==> src/rtl/vga_pkg.sv <==
`default_nettype none
// ============================================================================
//  Module      : vga_pkg
//  Description : Shared 640x480@60 raster timing constants, coordinate widths
//                and the sync bundle carried down the alignment delay line.
//  Revision    : 1.0 - initial release
// ============================================================================
package vga_pkg;

    // Horizontal timing, in pixels
    localparam int H_VISIBLE = 640;
    localparam int H_FP      = 16;
    localparam int H_SYNC    = 96;
    localparam int H_BP      = 48;
    localparam int H_TOTAL   = H_VISIBLE + H_FP + H_SYNC + H_BP;

    // Vertical timing, in lines
    localparam int V_VISIBLE = 480;
    localparam int V_FP      = 10;
    localparam int V_SYNC    = 2;
    localparam int V_BP      = 33;
    localparam int V_TOTAL   = V_VISIBLE + V_FP + V_SYNC + V_BP;

    // Coordinate widths towards the display block
    localparam int X_W = 10;
    localparam int Y_W = 9;

    // Sync/blank bundle; bit order is {hs, vs, blank_n}
    typedef struct packed {
        logic hs;
        logic vs;
        logic blank_n;
    } sync_t;

    // Value shown on the DAC side while nothing has been timed yet
    localparam sync_t SYNC_IDLE = '{hs: 1'b1, vs: 1'b1, blank_n: 1'b0};

    // Sum of the four segments of one timing axis
    function automatic int axis_total(input int vis, input int fp,
                                      input int sync, input int bp);
        return vis + fp + sync + bp;
    endfunction

endpackage : vga_pkg
`default_nettype wire

==> src/rtl/vga_sig_delay.sv <==
`default_nettype none
// ============================================================================
//  Module      : vga_sig_delay
//  Description : DEPTH-deep, 3-bit shift register advancing on i_en. DEPTH=0
//                is a pure wire. Every stage loads RST_VAL on reset.
//  Ports       : clk, rst    - clock, synchronous active-high reset
//                i_en        - shift enable (pixel tick)
//                i_d / o_q   - 3-bit data in / delayed data out
//  Revision    : 1.0 - initial release
// ============================================================================
module vga_sig_delay #(
    parameter int         DEPTH   = 2,
    parameter logic [2:0] RST_VAL = 3'b000
) (
    input  logic       clk,
    input  logic       rst,
    input  logic       i_en,
    input  logic [2:0] i_d,
    output logic [2:0] o_q
);

    generate
        if (DEPTH == 0) begin : g_bypass
            assign o_q = i_d;
        end else begin : g_shift
            logic [DEPTH-1:0][2:0] r_sr;

            always_ff @(posedge clk) begin
                if (rst) begin
                    r_sr <= {DEPTH{RST_VAL}};
                end else if (i_en) begin
                    r_sr[0] <= i_d;
                    for (int i = 1; i < DEPTH; i++) begin
                        r_sr[i] <= r_sr[i-1];
                    end
                end
            end

            assign o_q = r_sr[DEPTH-1];
        end
    endgenerate

endmodule : vga_sig_delay
`default_nettype wire

==> src/rtl/vga_timing_gen.sv <==
`default_nettype none
// ============================================================================
//  Module      : vga_timing_gen
//  Description : VGA raster timing generator. Divides clk into a pixel tick,
//                runs the h/v raster counters, drives pixel coordinates into
//                the display block and produces DAC syncs delayed to line up
//                with the display's colour read latency.
//  Ports       : clk, rst        - system clock, synchronous active-high reset
//                xloc, yloc      - pixel coordinate (0 outside visible area)
//                VGA_CLK         - pixel clock to the DAC
//                VGA_HS, VGA_VS  - active-low syncs, aligned to colour
//                VGA_BLANK_N     - low outside the visible area, aligned
//                VGA_SYNC_N      - constant 0
//                vblank_o        - vertical counter outside visible lines
//                frame_start_o   - one-clk pulse at the raster wrap to (0,0)
//                frame_cnt_o     - completed-frame count, wraps
//  Revision    : 1.0 - initial release
// ============================================================================
module vga_timing_gen
    import vga_pkg::*;
#(
    parameter int H_VISIBLE = vga_pkg::H_VISIBLE,
    parameter int H_FP      = vga_pkg::H_FP,
    parameter int H_SYNC    = vga_pkg::H_SYNC,
    parameter int H_BP      = vga_pkg::H_BP,
    parameter int V_VISIBLE = vga_pkg::V_VISIBLE,
    parameter int V_FP      = vga_pkg::V_FP,
    parameter int V_SYNC    = vga_pkg::V_SYNC,
    parameter int V_BP      = vga_pkg::V_BP,
    parameter int PIX_DIV   = 2,
    parameter int PIPE_DLY  = 2
) (
    input  logic           clk,
    input  logic           rst,
    output logic [X_W-1:0] xloc,
    output logic [Y_W-1:0] yloc,
    output logic           VGA_CLK,
    output logic           VGA_HS,
    output logic           VGA_VS,
    output logic           VGA_BLANK_N,
    output logic           VGA_SYNC_N,
    output logic           vblank_o,
    output logic           frame_start_o,
    output logic [15:0]    frame_cnt_o
);

    localparam int H_TOT = axis_total(H_VISIBLE, H_FP, H_SYNC, H_BP);
    localparam int V_TOT = axis_total(V_VISIBLE, V_FP, V_SYNC, V_BP);
    localparam int DIV_W = $clog2(PIX_DIV);
    localparam int HC_W  = $clog2(H_TOT);
    localparam int VC_W  = $clog2(V_TOT);

    localparam logic [DIV_W-1:0] C_DIV_LAST = DIV_W'(PIX_DIV - 1);
    localparam logic [DIV_W-1:0] C_DIV_HALF = DIV_W'(PIX_DIV / 2);
    localparam logic [HC_W-1:0]  C_H_LAST   = HC_W'(H_TOT - 1);
    localparam logic [HC_W-1:0]  C_H_VIS    = HC_W'(H_VISIBLE);
    localparam logic [HC_W-1:0]  C_HS_FIRST = HC_W'(H_VISIBLE + H_FP);
    localparam logic [HC_W-1:0]  C_HS_LAST  = HC_W'(H_VISIBLE + H_FP + H_SYNC - 1);
    localparam logic [VC_W-1:0]  C_V_LAST   = VC_W'(V_TOT - 1);
    localparam logic [VC_W-1:0]  C_V_VIS    = VC_W'(V_VISIBLE);
    localparam logic [VC_W-1:0]  C_VS_FIRST = VC_W'(V_VISIBLE + V_FP);
    localparam logic [VC_W-1:0]  C_VS_LAST  = VC_W'(V_VISIBLE + V_FP + V_SYNC - 1);

    // ------------------------------------------------------------------
    // Pixel-clock divider
    // ------------------------------------------------------------------
    logic [DIV_W-1:0] r_div_cnt;
    logic [DIV_W-1:0] w_div_nxt;
    logic             w_pix_ce;
    logic             r_vga_clk;

    assign w_pix_ce  = (r_div_cnt == C_DIV_LAST);
    assign w_div_nxt = w_pix_ce ? '0 : r_div_cnt + 1'b1;

    // VGA_CLK is registered from the next divider value so it tracks the
    // current divider phase exactly: high in the second half of each pixel,
    // which puts the pix_ce cycle inside the high phase.
    always_ff @(posedge clk) begin
        if (rst) begin
            r_div_cnt <= '0;
            r_vga_clk <= 1'b0;
        end else begin
            r_div_cnt <= w_div_nxt;
            r_vga_clk <= (w_div_nxt >= C_DIV_HALF);
        end
    end

    // ------------------------------------------------------------------
    // Raster counters, coordinates, vblank and frame bookkeeping
    // ------------------------------------------------------------------
    logic [HC_W-1:0] r_h_cnt;
    logic [VC_W-1:0] r_v_cnt;
    logic [HC_W-1:0] w_h_nxt;
    logic [VC_W-1:0] w_v_nxt;
    logic            w_h_last;
    logic            w_v_last;
    logic [X_W-1:0]  r_xloc;
    logic [Y_W-1:0]  r_yloc;
    logic            r_vblank;
    logic            r_frame_start;
    logic [15:0]     r_frame_cnt;

    assign w_h_last = (r_h_cnt == C_H_LAST);
    assign w_v_last = (r_v_cnt == C_V_LAST);
    assign w_h_nxt  = w_h_last ? '0 : r_h_cnt + 1'b1;
    assign w_v_nxt  = !w_h_last ? r_v_cnt : (w_v_last ? '0 : r_v_cnt + 1'b1);

    // Coordinates are taken from the counter value that was current during
    // the pixel tick, i.e. one tick behind the counters. The sync path has
    // the same one-tick output register, so colour and sync stay aligned.
    always_ff @(posedge clk) begin
        if (rst) begin
            r_h_cnt       <= '0;
            r_v_cnt       <= '0;
            r_xloc        <= '0;
            r_yloc        <= '0;
            r_vblank      <= 1'b0;
            r_frame_start <= 1'b0;
            r_frame_cnt   <= '0;
        end else begin
            r_frame_start <= w_pix_ce && w_h_last && w_v_last;
            if (w_pix_ce) begin
                r_h_cnt  <= w_h_nxt;
                r_v_cnt  <= w_v_nxt;
                // Zero outside the visible area so the first pixel of the
                // next line is already being fetched during hblank.
                r_xloc   <= (r_h_cnt < C_H_VIS) ? X_W'(r_h_cnt) : '0;
                r_yloc   <= (r_v_cnt < C_V_VIS) ? Y_W'(r_v_cnt) : '0;
                r_vblank <= (w_v_nxt >= C_V_VIS);
                if (w_h_last && w_v_last) begin
                    r_frame_cnt <= r_frame_cnt + 16'd1;
                end
            end
        end
    end

    // ------------------------------------------------------------------
    // Raw sync/blank, colour-latency delay line, output register
    // ------------------------------------------------------------------
    sync_t w_raw;
    sync_t w_dly;
    sync_t r_out;

    assign w_raw.hs      = !((r_h_cnt >= C_HS_FIRST) && (r_h_cnt <= C_HS_LAST));
    assign w_raw.vs      = !((r_v_cnt >= C_VS_FIRST) && (r_v_cnt <= C_VS_LAST));
    assign w_raw.blank_n = (r_h_cnt < C_H_VIS) && (r_v_cnt < C_V_VIS);

    vga_sig_delay #(
        .DEPTH   (PIPE_DLY),
        .RST_VAL (SYNC_IDLE)
    ) u_sig_delay (
        .clk  (clk),
        .rst  (rst),
        .i_en (w_pix_ce),
        .i_d  (w_raw),
        .o_q  (w_dly)
    );

    // Updating only on the pixel tick keeps every sync transition on the
    // clk right after pix_ce, never mid-pixel.
    always_ff @(posedge clk) begin
        if (rst) begin
            r_out <= SYNC_IDLE;
        end else if (w_pix_ce) begin
            r_out <= w_dly;
        end
    end

    assign xloc          = r_xloc;
    assign yloc          = r_yloc;
    assign VGA_CLK       = r_vga_clk;
    assign VGA_HS        = r_out.hs;
    assign VGA_VS        = r_out.vs;
    assign VGA_BLANK_N   = r_out.blank_n;
    assign VGA_SYNC_N    = 1'b0;
    assign vblank_o      = r_vblank;
    assign frame_start_o = r_frame_start;
    assign frame_cnt_o   = r_frame_cnt;

endmodule : vga_timing_gen
`default_nettype wire

==> config.mk <==
export PLATFORM = sky130hd
export DESIGN_NAME = vga_timing_gen
export DESIGN_NICKNAME = d
export VERILOG_FILES = /design/src/rtl/vga_pkg.sv /design/src/rtl/vga_sig_delay.sv /design/src/rtl/vga_timing_gen.sv
export SDC_FILE = /design/constraint.sdc
export NUM_CORES = 1
export LEC_CHECK = 0
export BUFFER_PORTS_ARGS = -buffer_cell sky130_fd_sc_hd__clkbuf_2
export CORE_MARGIN = 8
export CORE_UTILIZATION = 56
export CTS_CLUSTER_SIZE = 20
export DETAILED_ROUTE_END_ITERATION = 12
export GPL_ROUTABILITY_DRIVEN = 1
export GPL_TIMING_DRIVEN = 0
export PLACE_DENSITY = 0.8
export SETUP_SLACK_MARGIN = 0.3
export SLEW_MARGIN = 10
export SYNTH_ARGS = -nofsm -noshare
export SYNTH_HDL_FRONTEND = slang
export SYNTH_HIERARCHICAL = 1
export SYNTH_SLANG_ARGS = --single-unit
==> constraint.sdc <==
create_clock -name clk -period 2.9 [get_ports clk]
set_clock_uncertainty 0.15 [all_clocks]
set_input_delay 0.58 -clock clk [delete_from_list [all_inputs] [get_ports clk]]
set_output_delay 0.58 -clock clk [all_outputs]
set_load 0.005 [all_outputs]
==> insert_results.sql, run 1 <==
INSERT INTO impl_metrics (metric_group, metric, value, unit) VALUES
('floorplanning', 'core-area', '5170', 'sq um'),
('cts', 'hold_buffers', '0', ''),
('worst_setup_path', 'critPathLaunch', 'r_h_cnt[1]', ''),
('routing', 'detailed_routing_iterations_pass_1', '5', ''),
('synthesis', 'synth_cells', '342', ''),
('run', 'drv_cap', '0', ''),
('routing', 'vias_per_cell', '5.60', ''),
('synthesis', 'async_reset_ff_frac', '0', ''),
('final_layout', 'nets', '403', ''),
('synthesis', 'ys.warnings.count', '6', ''),
('floorplanning', 'floorplan.rows', '26', ''),
('worst_setup_path', 'critPathSlowestCell', 'sky130_fd_sc_hd__dfxtp_1', ''),
('routing', 'drt_iter0_markers', '236', ''),
('final_layout', 'layout_common_cells', 'sky130_fd_sc_hd__dfxtp_1 (66), sky130_fd_sc_hd__nor2_1 (43), sky130_fd_sc_hd__clkbuf_2 (42), sky130_fd_sc_hd__nor3_1 (20), sky130_fd_sc_hd__nand2_1 (18)', ''),
('floorplanning', 'io-pin-count', '44', ''),
('worst_setup_path', 'worst_path_largest_cell_delay', '0.42', 'ns'),
('worst_setup_path', 'crit_path_end_kind', 'flop', ''),
('final_layout', 'layout_commonest_cell', 'sky130_fd_sc_hd__dfxtp_1', ''),
('synthesis', 'synthesis.nets', '350', ''),
('cts', 'clock_tree_from_tritoncts', 'done', ''),
('sta', 'setup_repair_after_global_routing_missed_its_margin', 'false', ''),
('synthesis', 'postSynthAreaPerCell', '8.86', 'sq um'),
('sta', 'period_needed', '2.42', 'ns'),
('placement', 'io_buffers', '42', ''),
('cts', 'cts_clock_pin_slew_for_the_worst_setup_and_hold_paths', '0.07', 'ns'),
('global_routing', 'grt_max_degree', '11', ''),
('sta', 'finalHoldViolations', '0', ''),
('global_routing', 'groute.usage.overall', '0.184', ''),
('worst_setup_path', 'worstPathCellList', 'ha_1 > and4_1 > buf_2 > nand4_1 > or2_1 > buf_2 > nor3_1 > mux2_2', ''),
('final_layout', 'post_route_cells_drive_above_1_share', '0.208', ''),
('worst_setup_path', 'critPathKind', 'flop to flop', ''),
('synthesis', 'synth_flop_cell', 'sky130_fd_sc_hd__dfxtp_1', ''),
('synthesis', 'synth-edff-count', '0', ''),
('cts', 'tritoncts.num_buffers', '9', ''),
('worst_setup_path', 'worst-endpoint-arrival', '2.50', 'ns'),
('worst_setup_path', 'critical_path_peak_fanout', '7', ''),
('final_layout', 'syn_to_final_growth', '16.4', '%'),
('worst_setup_path', 'worst_ep_required_time', '2.98', 'ns'),
('floorplanning', 'dieArea', '8020', 'sq um'),
('sta', 'final-setup-viol-count', '0', ''),
('routing', 'vias', '2628', ''),
('sta', 'worst_slew_pin_slew', '0.835', 'ns'),
('routing', 'drt-total-wl', '7.04', 'mm'),
('power_and_ir_drop', 'peakVddDrop', '337', 'uV'),
('cts', 'worstSkewPairLatency', '0.34', 'ns'),
('sta', 'fmax', '0.413', 'GHz'),
('floorplanning', 'die_y', '89.6', 'microns'),
('global_routing', 'grt_pass1_vias', '2343', ''),
('power_and_ir_drop', 'p_leak', '0.00141', 'uW'),
('cts', 'clk_root_buffer_cell', 'sky130_fd_sc_hd__clkbuf_8', ''),
('sta', 'max_slew_margin', '0.439', ''),
('worst_hold_path', 'hp-class', 'flop to flop', ''),
('cts', 'clock_tree.buffer_depth', '2', ''),
('power_and_ir_drop', 'powerDensity', '505', 'nW/um^2'),
('sta', 'timing.final.max_slew_violations', '0', ''),
('routing', 'route.antenna.remaining_nets', '0', ''),
('global_routing', 'number_of_antenna_violations_at_the_first_check_in_global_routing', '0', ''),
('sta', 'timing.final.crit_share', '0.834', ''),
('synthesis', 'total_standard_cell_area_after_synthesis', '3030', 'sq um'),
('synthesis', 'yosys_register_bits', '67', ''),
('run_status', 'status', 'complete, no violations', ''),
('synthesis', 'netlist-cell-type-count', '44', ''),
('routing', 'drc', '0', ''),
('global_routing', 'grt_pass1_wl', '11.4', 'mm'),
('sta', 'setup_total_negative_slack', '0', 'ns'),
('worst_setup_path', 'kind_of_start_point_of_the_critical_path', 'flop', ''),
('worst_setup_path', 'most_frequent_cell_on_the_critical_path', 'sky130_fd_sc_hd__buf_2', ''),
('floorplanning', 'initial_core_utilization', '0.586', ''),
('worst_setup_path', 'worst_r2r_src', 'r_h_cnt[1]', ''),
('final_layout', 'antenna_cells_inserted', '0', ''),
('synthesis', 'ys_seq_area_frac', '0.442', '');
## worst max-delay path: cells and delay by family, from the launching register on
kind                       cells  cell delay [ns]
and+or+nand+nor                4             0.83
DFF                            1             0.42
adders and majority gates      1             0.21
buffers and inverters          2             0.35
muxes                          1             0.36
## final timing paths
kind / slack, ns / cells past startpoint / to
setup / recovery: 0.48 / 8 / frame_cnt_o[11]
hold / removal: 0.30 / 1 / u_sig_delay/o_q[2]
setup reg to reg: 0.48 / 8 / frame_cnt_o[11]
hold reg to reg: 0.30 / 1 / u_sig_delay/o_q[2]
## what timing repair did
item | 4_1_cts | 5_1_grt
hold endpoints to repair | 0 | 0
buffers inserted | 0 | 0
gates resized for setup | 0 | 1
endpoints found under the setup margin | 0 | 1
## sequential cells by signal, summed over array words and instances (netlist names)
signal and flops:
xloc 10, u_sig_delay/g_shift.r_sr 3, frame_cnt_o 16, VGA_BLANK_N 1, frame_start_o 1, vblank_o 1, r_h_cnt 10, yloc 9
r_v_cnt 10, u_sig_delay/o_q 3, r_div_cnt 1, VGA_HS 1, VGA_VS 1
## synth_stat cells (2+ instances only)
| master | n | area share |
|---|---|---|
| sky130_fd_sc_hd__nor2b_1 | 5 | 0.010 |
| sky130_fd_sc_hd__mux2_2 | 2 | 0.0074 |
| sky130_fd_sc_hd__xor2_1 | 7 | 0.020 |
| sky130_fd_sc_hd__and4_1 | 5 | 0.014 |
| sky130_fd_sc_hd__and3_1 | 7 | 0.014 |
| sky130_fd_sc_hd__a22o_1 | 13 | 0.038 |
| sky130_fd_sc_hd__nor4_1 | 2 | 0.0041 |
| sky130_fd_sc_hd__nor2_1 | 43 | 0.053 |
| sky130_fd_sc_hd__a21oi_1 | 15 | 0.025 |
| sky130_fd_sc_hd__inv_1 | 10 | 0.012 |
| sky130_fd_sc_hd__ha_1 | 6 | 0.025 |
| sky130_fd_sc_hd__nand3_1 | 14 | 0.023 |
| sky130_fd_sc_hd__a211o_1 | 6 | 0.017 |
| sky130_fd_sc_hd__buf_6 | 2 | 0.0074 |
| sky130_fd_sc_hd__nand4_1 | 10 | 0.021 |
| sky130_fd_sc_hd__nand2b_1 | 3 | 0.0062 |
| sky130_fd_sc_hd__mux2i_1 | 6 | 0.020 |
| sky130_fd_sc_hd__o21ai_0 | 11 | 0.018 |
| sky130_fd_sc_hd__clkbuf_1 | 11 | 0.014 |
| sky130_fd_sc_hd__a22oi_1 | 6 | 0.015 |
| sky130_fd_sc_hd__nor2b_2 | 4 | 0.012 |
| sky130_fd_sc_hd__buf_2 | 7 | 0.012 |
| sky130_fd_sc_hd__buf_4 | 7 | 0.017 |
| sky130_fd_sc_hd__xnor2_1 | 12 | 0.035 |
| sky130_fd_sc_hd__dfxtp_1 | 67 | 0.44 |
| sky130_fd_sc_hd__nand2_1 | 18 | 0.022 |
| sky130_fd_sc_hd__or3_1 | 7 | 0.014 |
| sky130_fd_sc_hd__nor3_1 | 20 | 0.033 |
## power by group
part           internal (uW)  switching [uW]  total [uW]
registers                933            8.14         941
clock network            422             337         759
logic                   32.1            50.1        82.2
total                   1390             395        1780
## area by class of cell
| type | count | area (sq um) |
|---|---|---|
| buffer | 27 | 151 |
| clock buffer | 14 | 193 |
| clock inverter | 1 | 5.00 |
| fill | 442 | 1640 |
| inverter | 10 | 37.5 |
| multi-input combinational | 238 | 1500 |
| sequential | 67 | 1340 |
| tap | 70 | 87.6 |
| timing repair buffer | 42 | 210 |
## routing by layer
layer | track usage | share of wire
met1 | 0.237 | 0.46
met2 | 0.285 | 0.46
met3 | 0.0510 | 0.059
met4 | 0.0665 | 0.018
met5 | 0 | 0
## kinds of logic (layout without fill, tap and decap cells)
family	count (synthesis)	count (layout)	synth area share
other	1	1	0.00124
AO/OA/AOI/OAI	57	57	0.129
flip-flops	67	67	0.442
multiplexers	8	8	0.0272
XOR/XNOR	19	19	0.0549
adder cells (fa/ha/maj)	6	6	0.0248
buffers and inverters	37	94	0.0623
AND/OR/NAND/NOR	147	147	0.258
## metrics by stage
step / setup slack [ns] / cell area [sq um] / total power, uW / utilization
finish: 0.480 / 3530 / 1780 / 0.682
global route: 0.313 / 3530 / 1850 / 0.682
CTS: 0.444 / 3530 / 1790 / 0.682
detailed placement: 0.505 / 3330 / 1040 / 0.644
global placement: 0.533 / 3330 / 1040 / 0.644
floorplan: 0.786 / 3030 / 1020 / -
No activity file was read; power rests on OpenSTA's default activity.
==> run 2: changes to the inputs <==
Settings changed: CORE_UTILIZATION 56 to 51, PLACE_DENSITY 0.8 to 0.77.
Clock period 2.9 ns to 2.2 ns, I/O delays scaled along.
==> run 2 against run 1 <==
Sequential share of layout area shrank 4.4 points. Sequential power grew 31%. Fmax grew 18%. Global-route usage barely moved. Combinational power is 56% higher. Non-clock buffer count up 27. Clock-buffer cell count is the same. Sequential cell count unchanged. Design area is 15% higher. Critical path type unchanged. Largest cell class unchanged. Largest power group unchanged.
==> insert_results.sql, run 2 (synthesis gave the netlist of run 1 again) <==
INSERT INTO impl_metrics (metric_group, metric, value, unit) VALUES
('power_and_ir_drop', 'finalPower', '2280', 'uW'),
('worst_setup_path', 'worstPathCellList', 'buf_6 > nor4bb_4 > nand4_1 > or2_1 > buf_6 > nor3_4 > mux2_4', ''),
('cts', 'cts-htree-levels', '3', ''),
('worst_setup_path', 'critical_path_peak_fanout', '7', ''),
('worst_setup_path', 'worstReg2RegEnd', 'frame_cnt_o[13]', ''),
('sta', 'setup_repair_after_global_routing_missed_its_margin', 'true', ''),
('global_routing', 'groute.usage.overall', '0.184', ''),
('power_and_ir_drop', 'pwr-share-comb', '0.056', ''),
('cts', 'tritoncts.num_buffers', '9', ''),
('floorplanning', 'floorplan.rows', '28', ''),
('worst_hold_path', 'hp-class', 'primary input to flop', ''),
('final_layout', 'syn_to_final_growth', '33.8', '%'),
('final_layout', 'fillCellCount', '433', ''),
('worst_setup_path', 'r2r_slack', '0.14', 'ns'),
('run_status', 'status', 'complete, no violations', ''),
('worst_setup_path', 'worst_r2r_src', 'r_v_cnt[7]', ''),
('routing', 'detailed_routing_iterations_pass_1', '4', ''),
('placement', 'io_buffers', '42', ''),
('floorplanning', 'dieArea', '8670', 'sq um'),
('sta', 'max_slew_margin', '0.651', ''),
('routing', 'drc', '0', ''),
('cts', 'clock_tree.buffer_depth', '2', ''),
('final_layout', 'post_route_cells_drive_above_1_share', '0.356', ''),
('floorplanning', 'core-area', '5850', 'sq um'),
('worst_setup_path', 'kind_of_start_point_of_the_critical_path', 'flop', ''),
('global_routing', 'grt_pass1_vias', '2602', ''),
('floorplanning', 'chipWidth', '93.1', 'microns'),
('global_routing', 'grt_max_degree', '11', ''),
('worst_hold_path', 'timing.hold.worst.start', 'rst', ''),
('final_layout', 'nets', '430', ''),
('routing', 'vias', '2799', ''),
('cts', 'clk_root_buffer_cell', 'sky130_fd_sc_hd__clkbuf_8', ''),
('power_and_ir_drop', 'share_of_power_burned_in_registers', '0.541', ''),
('sta', 'finalHoldViolations', '0', ''),
('final_layout', 'antenna_cells_inserted', '0', ''),
('worst_setup_path', 'cp_num_buf_inv', '2', ''),
('power_and_ir_drop', 'net_switching', '537', 'uW'),
('cts', 'clock_tree_from_tritoncts', 'done', ''),
('final_layout', 'largest_register_ff_count', '16', ''),
('sta', 'timing.final.max_slew_violations', '0', ''),
('power_and_ir_drop', 'powerDensity', '562', 'nW/um^2'),
('global_routing', 'grt-ovfl-total', '0', ''),
('routing', 'drt_iter0_markers', '261', ''),
('cts', 'worstSkewPairLatency', '0.34', 'ns'),
('worst_hold_path', 'whs_path_depth', '2', ''),
('worst_setup_path', 'worst_path_largest_cell_delay', '0.31', 'ns'),
('placement', 'placed_cells', '459', ''),
('final_layout', 'layout_commonest_cell', 'sky130_fd_sc_hd__dfxtp_1', ''),
('cts', 'cts_clock_pin_slew_for_the_worst_setup_and_hold_paths', '0.07', 'ns'),
('worst_setup_path', 'timing.critical_path.max_delay_family', 'simple AND/OR/NAND/NOR gates', ''),
('power_and_ir_drop', 'power_report.internal_total', '1740', 'uW'),
('final_layout', 'layout.cell_area.non_filler', '4060', 'sq um'),
('worst_setup_path', 'crit_path_end_kind', 'flop', ''),
('worst_setup_path', 'worst_ep_required_time', '2.29', 'ns'),
('routing', 'drt-total-wl', '8.23', 'mm'),
('sta', 'final-setup-viol-count', '0', ''),
('worst_setup_path', 'worst-endpoint-arrival', '2.15', 'ns'),
('worst_setup_path', 'critPathKind', 'flop to flop', ''),
('power_and_ir_drop', 'sw_frac_of_total', '0.235', ''),
('sta', 'fmax', '0.486', 'GHz'),
('final_layout', 'layout_common_cells', 'sky130_fd_sc_hd__dfxtp_1 (57), sky130_fd_sc_hd__clkbuf_2 (46), sky130_fd_sc_hd__nor2_1 (42), sky130_fd_sc_hd__buf_4 (26), sky130_fd_sc_hd__nand2_1 (18)', ''),
('routing', 'route.antenna.remaining_nets', '0', ''),
('power_and_ir_drop', 'p_leak', '0.00174', 'uW'),
('floorplanning', 'die_y', '93.1', 'microns'),
('power_and_ir_drop', 'peakVddDrop', '364', 'uV'),
('placement', 'gp_congestion', '0.845', ''),
('final_layout', 'finish.cell_count_without_fillers', '502', ''),
('placement', 'detailed_place.area', '3410', 'sq um'),
('routing', 'avgRoutedWirePerCell', '16.4', 'microns'),
('floorplanning', 'initial_core_utilization', '0.518', ''),
('sta', 'worst_slew_pin_slew', '0.523', 'ns'),
('sta', 'period_needed', '2.06', 'ns'),
('worst_setup_path', 'worst-r2r-cell-count', '7', ''),
('global_routing', 'number_of_antenna_violations_at_the_first_check_in_global_routing', '0', ''),
('worst_hold_path', 'hold_path_sink', 'u_sig_delay/g_shift.r_sr[0]', ''),
('routing', 'vias_per_cell', '5.58', ''),
('global_routing', 'grt_pass1_wl', '12.8', 'mm'),
('floorplanning', 'io-pin-count', '44', ''),
('power_and_ir_drop', 'clock_power_share', '0.403', ''),
('cts', 'cts_num_sinks', '67', ''),
('worst_setup_path', 'critPathSlowestCell', 'sky130_fd_sc_hd__dfxtp_1', ''),
('placement', 'dp_hpwl', '5.12', 'mm'),
('sta', 'timing.final.crit_share', '0.935', ''),
('worst_setup_path', 'most_frequent_cell_on_the_critical_path', 'sky130_fd_sc_hd__buf_6', ''),
('run', 'drv_cap', '0', '');
-- run 2: worst max path at each step --
stage	from	end	slack, ns	depth (start not counted)
after global placement	rst	yloc[8]	0.01	5
final	r_v_cnt[7]	frame_cnt_o[13]	0.14	7
after floorplan	r_div_cnt	frame_cnt_o[13]	0.26	8
after CTS	r_v_cnt[0]	frame_cnt_o[11]	0.18	8
after global routing	r_v_cnt[0]	frame_cnt_o[13]	0.01	8
after detailed placement	rst	xloc[4]	-0.06	5
-- run 2: worst register-to-register path, stage by stage (launching register included) --
cell                       delay, ns
sky130_fd_sc_hd__dfxtp_1        0.31
sky130_fd_sc_hd__buf_6          0.12
sky130_fd_sc_hd__nor4bb_4       0.29
sky130_fd_sc_hd__nand4_1        0.21
sky130_fd_sc_hd__or2_1          0.29
sky130_fd_sc_hd__buf_6          0.15
sky130_fd_sc_hd__nor3_4         0.13
sky130_fd_sc_hd__mux2_4         0.31
-- run 2: cell type report --
cell class	count	area [sq um]	area share
clock inverter	2	10.0	0.00247
buffer	27	203	0.0500
timing repair buffer	69	453	0.112
multi-input combinational	238	1730	0.426
clock buffer	14	163	0.0401
inverter	10	40.0	0.00987
sequential	67	1370	0.337
tap	75	93.8	0.0231
-- run 2: metal layers --
layer  global-route usage  vias up  part of all wire
li1                     -     1356                 -
met1                0.216     1339              0.43
met2                0.296       82              0.49
met3               0.0529       22             0.055
met4               0.0966        0             0.025
met5                    0        -                 0
-- run 2: metrics by stage --
step	TNS (ns)	hold WS, ns	utilization	setup slack [ns]
detailed placement	-0.789	0.295	0.584	-0.0621
global placement	0	0.282	0.584	0.0101
floorplan	0	0.281	-	0.258
finish	0	0.219	0.694	0.142
global route	0	0.206	0.694	0.00958
CTS	0	0.211	0.638	0.184
-- run 2: power by group through the flow --
stage                     sequential, uW  combinational, uW  clock, uW
after CTS                           1240                120        932
after global routing                1240                140        992
after detailed placement            1270                111          0
after floorplan                     1270               78.8          0
after global placement              1270                107          0
final                               1230                128        919
-- run 2: timing repair --
item                                    4_1_cts  5_1_grt
cloned                                        0        1
resized for setup                            15       58
endpoints found under the setup margin       18       47
buffers inserted                             13       13
hold buffers                                  0        0
pin swaps                                    13       25
